## src/rtl/cb_sequencer_pkg.sv

```systemverilog
// cb_sequencer_pkg: shared opcode field codes, operation classes and cycle counts for the CB sequencer
package cb_sequencer_pkg;
  localparam logic [1:0] GRP_ROTSHIFT = 2'b00;
  localparam logic [1:0] GRP_BIT = 2'b01;
  localparam logic [1:0] GRP_RES = 2'b10;
  localparam logic [1:0] GRP_SET = 2'b11;
  localparam logic [2:0] ROT_RLC = 3'd0;
  localparam logic [2:0] ROT_RRC = 3'd1;
  localparam logic [2:0] ROT_RL = 3'd2;
  localparam logic [2:0] ROT_RR = 3'd3;
  localparam logic [2:0] ROT_SLA = 3'd4;
  localparam logic [2:0] ROT_SRA = 3'd5;
  localparam logic [2:0] ROT_SWAP = 3'd6;
  localparam logic [2:0] ROT_SRL = 3'd7;
  localparam logic [1:0] CYCLES_REG = 2'd1;
  localparam logic [1:0] CYCLES_HLRMW = 2'd3;
  localparam logic [1:0] CYCLES_HLBIT = 2'd2;
  typedef enum logic [1:0] {CLS_IDLE, CLS_REG, CLS_HLRMW, CLS_HLBIT} op_class_t;
  // Memory operand selects (HL) forms; BIT on (HL) skips the write-back cycle.
  function automatic op_class_t decode_class(input logic [7:0] op, input logic [2:0] hl_index);
    return op[2:0] != hl_index ? CLS_REG : op[7:6] == GRP_BIT ? CLS_HLBIT : CLS_HLRMW;
  endfunction
  // Index of the final M-cycle for a class.
  function automatic logic [1:0] last_cycle(input op_class_t c);
    return c == CLS_HLRMW ? CYCLES_HLRMW - 2'd1 : c == CLS_HLBIT ? CYCLES_HLBIT - 2'd1 : CYCLES_REG - 2'd1;
  endfunction
endpackage

```

## src/rtl/cb_step_counter.sv

```systemverilog
// cb_step_counter: one-hot T-step ring with M-cycle counter, start/stop/hold control
module cb_step_counter #(
  parameter int STEPS = 4
) (
  input  logic             clk,
  input  logic             rst_n,
  input  logic             start,
  input  logic             stop,
  input  logic             hold,
  output logic [STEPS-1:0] step,
  output logic [1:0]       cycle
);
  // Start forces step0/cycle0, stop empties the ring, otherwise rotate and bump cycle on wrap.
  always_ff @(posedge clk or negedge rst_n)
    if (!rst_n) begin
      step <= '0;
      cycle <= '0;
    end else if (start) begin
      step <= {{(STEPS-1){1'b0}}, 1'b1};
      cycle <= '0;
    end else if (stop) begin
      step <= '0;
      cycle <= '0;
    end else if (!hold && step != '0) begin
      step <= {step[STEPS-2:0], step[STEPS-1]};
      cycle <= cycle + {1'b0, step[STEPS-1]};
    end
endmodule

```

## src/rtl/cb_sequencer.sv

```systemverilog
// cb_sequencer: clocked CB-prefix microsequencer driving register, ALU, bus and fetch strobes
module cb_sequencer
  import cb_sequencer_pkg::*;
#(
  parameter int REG_COUNT = 8,
  parameter int HL_INDEX = 6,
  parameter int STEPS = 4,
  parameter int ALU_OP_W = 5
) (
  input  logic                 clk,
  input  logic                 rst_n,
  input  logic                 start,
  input  logic [7:0]           opcode,
  input  logic                 stall,
  output logic                 busy,
  output logic                 done,
  output logic [STEPS-1:0]     step,
  output logic [1:0]           cycle,
  output logic [REG_COUNT-1:0] read8,
  output logic [REG_COUNT-1:0] write8,
  output logic                 temp_read,
  output logic                 temp_write,
  output logic                 read16_hl,
  output logic                 address_out,
  output logic                 bus_in,
  output logic                 bus_out,
  output logic [ALU_OP_W-1:0]  alu_op,
  output logic                 alu_step,
  output logic                 ir_fetch,
  output logic                 disable_cb
);
  localparam logic [2:0] HL = 3'(HL_INDEX);
  op_class_t cls, cls_next;
  logic [7:0] op;
  logic accept, hl, rmw, hold;
  // Latch the opcode and its class on accept; return to idle after the final step.
  always_ff @(posedge clk or negedge rst_n)
    if (!rst_n) begin
      cls <= CLS_IDLE;
      op <= '0;
    end else begin
      cls <= cls_next;
      if (accept) op <= opcode;
    end
  // Next-state and strobe decode from the registered class, step and cycle.
  always_comb begin
    busy = cls != CLS_IDLE;
    hl = cls == CLS_HLRMW || cls == CLS_HLBIT;
    rmw = cls == CLS_HLRMW;
    done = busy && step[STEPS-1] && cycle == last_cycle(cls);
    accept = start && (!busy || done);
    cls_next = accept ? decode_class(opcode, HL) : done ? CLS_IDLE : cls;
    read8 = cls == CLS_REG && step[1] ? REG_COUNT'(1) << op[2:0] : '0;
    write8 = cls == CLS_REG && step[2] && op[7:6] != GRP_BIT ? REG_COUNT'(1) << op[2:0] : '0;
    read16_hl = hl && step[0] && (cycle == 2'd0 || (rmw && cycle == 2'd1));
    address_out = read16_hl;
    bus_in = hl && step[0] && cycle == 2'd0;
    bus_out = rmw && step[0] && cycle == 2'd1;
    temp_write = bus_in || (rmw && step[2] && cycle == 2'd0);
    temp_read = (hl && step[1] && cycle == 2'd0) || bus_out;
    alu_step = busy && step[2] && cycle == 2'd0;
    ir_fetch = done;
    disable_cb = done;
    alu_op = ALU_OP_W'(op[7:3]);
    hold = stall && address_out;
  end
  cb_step_counter #(.STEPS(STEPS)) u_step (
    .clk(clk),
    .rst_n(rst_n),
    .start(accept),
    .stop(done && !accept),
    .hold(hold),
    .step(step),
    .cycle(cycle)
  );
endmodule

```

## config.mk

```make
export PLATFORM = sky130hd
export DESIGN_NAME = cb_sequencer
export DESIGN_NICKNAME = d
export VERILOG_FILES = /design/src/rtl/cb_sequencer_pkg.sv /design/src/rtl/cb_step_counter.sv /design/src/rtl/cb_sequencer.sv
export SDC_FILE = /design/constraint.sdc
export NUM_CORES = 1
export LEC_CHECK = 0
export BUFFER_PORTS_ARGS = -buffer_cell sky130_fd_sc_hd__buf_2
export CORE_UTILIZATION = 45
export DETAILED_ROUTE_END_ITERATION = 8
export PLACE_DENSITY_LB_ADDON = 0.2
export SLEW_MARGIN = 20
export SYNTH_ARGS = -nofsm -noshare
export SYNTH_HDL_FRONTEND = slang
export SYNTH_HIERARCHICAL = 1
export SYNTH_SLANG_ARGS = --single-unit
```

## constraint.sdc

```tcl
create_clock -name clk -period 2.4 [get_ports clk]
set_clock_uncertainty 0.2 [all_clocks]
set_input_delay 0.24 -clock clk [delete_from_list [all_inputs] [get_ports clk]]
set_output_delay 0.24 -clock clk [all_outputs]
set_load 0.03 [all_outputs]
```

## After elaboration in Yosys (flattened, before gate mapping)

Cells that the tools add are included.

| operators by class | value |
|---|---|
| add/sub/neg operators | 1 |
| eq/ne operators | 8 |
| shift operators | 1 |
| mux-type cells | 14 |
| reduce and logical (&&, ||, !) cells | 34 |

Operators by type and width:

| cell | number |
|---|---|
| logical AND 1 bit | 21 |
| two-way mux 8 bit | 2 |
| two-way mux 2 bit | 7 |
| two-way mux 4 bit | 3 |
| << shifter 1 x 3 -> 8 bit, first input constant | 1 |
| equality test 2 x 1 -> 1 bit, second input constant | 3 |
| logical OR 1 bit | 5 |
| equality test 2 bit, second input constant | 2 |
| nonzero test 2 bit | 2 |
| nonzero test 4 bit | 1 |
| zero test 1 bit | 3 |
| inequality test 3 bit, second input constant | 1 |
| nonzero test 3 bit | 1 |
| adder 2 x 1 -> 2 bit | 1 |
| equality test 2 bit | 1 |
| zero test 2 bit | 1 |
| two-way mux 1 bit | 2 |
| inequality test 2 x 1 -> 1 bit, second input constant | 1 |

| word-level totals | value |
|---|---|
| bits in registers | 16 |
| output and inout bits | 38 |
| word-level logic and storage cells | 62 |

## Longest topological paths before layout

| depth | value |
|---|---|
| word-level depth | 11 |
| gate-level depth with buffers | 8 |
| depth with buffers taken out | 7 |

## Modules after synthesis

Netlist, hierarchy kept.

By module, submodules not included:

| module | times used | cells an instance | area an instance (um^2) | sequential area each (um^2) |
|---|---|---|---|---|
| cb_sequencer | 1 | 84 | 764.5 | 250.2 |
| cb_step_counter | 1 | 25 | 294.0 | 150.1 |

## Worst setup path after synthesis

No wires, ideal clock.

| timing | value |
|---|---|
| kind | flip-flop to output port |
| start | reg u_step.step[0] |
| end | out temp_read |
| data arrival time | 2.175 ns |
| setup slack | -0.215 ns |
| stages on the path, launching flop included | 4 |
| path buffers | 0 |
| path through | dfrtp_1 > nand2_1 > nor4b_1 > a31o_2 |

| on the way | value |
|---|---|
| word-level cells in the longest chain between the ends | 3 |

Ends and longest elaborated chain:

| what | line | source |
|---|---|---|
| from (decl) | cb_step_counter.sv:10 | `output logic [STEPS-1:0] step,` |
| from (signal assigned) | cb_step_counter.sv:19 | `step <= {{(STEPS-1){1'b0}}, 1'b1};` |
| from (signal assigned) | cb_step_counter.sv:25 | `step <= {step[STEPS-2:0], step[STEPS-1]};` |
| logical AND 1 bit (2 in series) | cb_sequencer.sv:58 | `bus_out = rmw && step[0] && cycle == 2'd1;` |
| named net bus_out | cb_sequencer.sv:26 | `output logic bus_out,` |
| logical OR 1 bit | cb_sequencer.sv:60 | `temp_read = (hl && step[1] && cycle == 2'd0) \|\| bus_out;` |
| to (decl) | cb_sequencer.sv:21 | `output logic temp_read,` |

The timed path passes the listed nets, and every way through them passes these cells.

## Final worst setup path

| timing | value |
|---|---|
| start | reg u_step.cycle[1] |
| end | out done |

| on the way | value |
|---|---|
| word-level cells in the longest chain between the ends | 2 |

Ends and longest elaborated chain:

| what | line | source |
|---|---|---|
| from (decl) | cb_step_counter.sv:11 | `output logic [1:0] cycle` |
| from (signal assigned) | cb_step_counter.sv:26 | `cycle <= cycle + {1'b0, step[STEPS-1]};` |
| equality test 2 bit | cb_sequencer.sv:50 | `done = busy && step[STEPS-1] && cycle == last_cycle(cls);` |
| logical AND 1 bit | cb_sequencer.sv:50 |  |
| to (decl) | cb_sequencer.sv:16 | `output logic done,` |

No other way between the ends.

==> flow_summary.toml <==
[power_and_ir_drop]
netSwitchingPower_uw = 101.6
sw_frac_of_total_pct = 21.21
p_comb_share_pct = 5.6
power.internal_uw = 377.6
p_clk_share_pct = 38.2
seqPwrFrac_pct = 56.2
worst_ir_drop_vdd_mv = 0.3108
leakage_uw = 0.0007752
pwr_density_cell_mw_per_mm2 = 343.2

[outcome]
violations = "hold timing"
run_status = "complete, but fails checks"

[timing]
whs_ps = -2.317
rsz0062_at_grt = "false"
fin_crit_ps = 2258
fin_tns_setup_ps = 0
slew_viol_final = 0
tightest_slew_ps = 409.4
slew_headroom_pct = 72.61
hold_viol = 1
max_freq_ghz = 0.4430
setup_viol = 0
period_share_pct = 94.07

[routing]
wl_per_cell_um = 12.77
first_iter_violations = 12
wl_mm = 2.400
drt-pass1-iter-count = 4
ant_nets = 0
drc = 0
vias = 984
via_per_inst = 5.234

[clock_network]
cts_tree = "yes"
htreeDepth = 1
cts_buffer_depth = 2
clockRootBuffer = "clkbuf_4"
clkTransAtPathRegs_ps = 100
insertion_delay_ps = 290
cts_resized = 0
cts_buffers = 3
numClockSinks = 16

[cells_and_area]
multi_input_area_sq_um = 581.8
diodes = 0
fin_util_pct = 63.12
layout.nets = 174
area_growth_pct = 31.91
final_cells = 188
layout-drive-gt1-share_pct = 44.38
regArea_sq_um = 400.4
fillers = 203

[yosys]
syn_area_per_cell_sq_um = 9.711
async_reset_ff_share_pct = 100.0
ys_warn_count = 6
synth_flop_cell = "dfrtp_1"
syn-cell-area_sq_mm = 0.001059
synth_edf_count = 0
ys_seq_elements = 16
synth_seq_area_share_pct = 37.83
synthCells = 109
syn-num-nets = 122
yosysUniqueCellTypes = 37

[die]
core_area_sq_mm = 0.002212
rows = 17
initial_core_util_pct = 47.85
die_area_sq_mm = 0.002550
num_io_pins = 50
die_h_um = 50.50
fp.dieW_um = 50.50

[worst_setup_path]
cpPeakStageDelay_ps = 540
end_kind = "primary output"
crit_path_start_kind = "flip-flop"
criticalPathCategory = "reg2out"
crit_family = "flip-flops"
required_ps = 1960
path_cells = "and4b_1, o31ai_1, inv_1, buf_2"
crit_arrival_ps = 1820
cp_max_fo = 11
slowest_stage = "dfrtp_1"
critPathBufInv = 2

[grt]
grt_antenna_before_repair = 0
grt_pass1_vias = 859
grt_usage_pct = 20.81
grt_overflow = 0
grt_max_degree = 17
grt_pass1_wl_mm = 4.015

[placed_design]
globalplace.congestion = 0.7825
dp_cells = 176
hpwl_mm = 1.709
numPortBuffers = 49

[min_path]
min_path_type = "in2reg"

[flow_run]
max_cap_violations = 0
[worst reg2reg max path: stages (launching register included)]
cell     delay, ps
dfrtp_1        540
and4b_1        260
o31ai_1        360
nor2_1         190
or3_2          470
mux2i_1        130
[flip-flops by register name, summed over array words and instances, names as in the netlist]
| signal | cells |
|---|---|
| cls | 2 |
| op | 8 |
| u_step/step | 4 |
| u_step/cycle | 2 |
[synth_stat cells (all sizes together), types with 2 or more instances]
| cell | instances | area share, % |
|---|---|---|
| and3 | 2 | 1.2 |
| nand2 | 7 | 2.5 |
| inv | 4 | 1.7 |
| mux2i | 5 | 4.7 |
| nor3b | 2 | 1.4 |
| nor4b | 2 | 1.7 |
| buf | 9 | 6.1 |
| o31ai | 2 | 1.4 |
| nand3b | 2 | 1.4 |
| a21oi | 3 | 2.5 |
| nor2 | 16 | 5.7 |
| nand2b | 4 | 2.4 |
| mux2 | 8 | 11 |
| nor3 | 8 | 3.8 |
| dfrtp | 16 | 38 |
[routing by layer]
metal | vias up | track usage, % | wire length (um)
met1 | 462 | 29.09 | 1180
met3 | 2 | 3.030 | 140
met5 | - | 0 | 0
met4 | 0 | 6.944 | 8
met2 | 35 | 32.89 | 1071
li1 | 485 | - | -
[layout make-up]
cell class              instances  area share [%]
flip-flops and latches         16           28.67
repair buffers                 57           23.30
clock buffers                   4           2.599
multi-input cells              79           41.67
inverters                       4           1.254
well taps                      28           2.509
[layout by cell type (no fill, tap or decap), types with 2 or more instances in the layout]
| cell | instances |
|---|---|
| inv_1 | 3 |
| nor2_1 | 16 |
| a21oi_1 | 2 |
| dlygate4sd3_1 | 8 |
| nand2_1 | 7 |
| nand3b_1 | 2 |
| dfrtp_1 | 16 |
| mux2i_1 | 5 |
| mux2_4 | 8 |
| nor3_1 | 8 |
| nor3b_1 | 2 |
| clkbuf_4 | 3 |
| nand2b_1 | 4 |
| buf_2 | 49 |
| and3_1 | 2 |
| o31ai_1 | 2 |
[path summary, 6_finish.rpt]
| kind | endpoint | from | slack (ps) | cells after the start |
|---|---|---|---|---|
| min in group asynchronous | op[4] | rst_n | 190 | 2 |
| worst min register to register | op[5] | op[5] | 320 | 1 |
| worst max register to register | u_step/cycle[1] | u_step/cycle[1] | 180 | 5 |
| max in group asynchronous | u_step/step[0] | rst_n | 1550 | 2 |
| worst max-delay path | done | u_step/cycle[1] | 140 | 4 |
| worst min-delay path | op[7] | opcode[7] | -2 | 2 |
[cell families (layout without fill, tap and decap cells)]
family / after synthesis / after routing / synth area share, %
adder cells (fa/ha/maj): 1 / 1 / 1.182
AO/OA/AOI/OAI: 13 / 13 / 9.576
buffers and inverters: 14 / 65 / 8.274
multiplexers: 13 / 13 / 16.08
AND/OR/NAND/NOR: 52 / 52 / 27.07
flip-flops: 16 / 16 / 37.82
[timing repair]
action                                 4_1_cts  5_1_grt
setup buffers                                0        0
hold buffers                                 6        2
endpoints found under the hold margin       21        2
[per-stage QoR]
stage               setup WS (ps)  power, uW  area, sq um  hold slack, ps
floorplan                   162.8      276.4         1070          -255.6
global placement            276.7      291.7         1280          -30.38
detailed placement          215.7      292.1         1280          -27.89
CTS                         159.0      474.0         1376          0.9198
global route                19.69      495.9         1396           3.194
finish                      142.4      479.2         1396          -2.317
[power by group through the flow]
stage / sequential [uW] / clock (uW) / combinational, uW
after floorplan: 275 / 0 / 1.66
after global placement: 275 / 0 / 17.0
after detailed placement: 275 / 0 / 17.4
after CTS: 269 / 180 / 24.8
after global routing: 269 / 197 / 29.7
final: 269 / 183 / 26.9
Note: power is estimated with default switching activity, not from simulation.
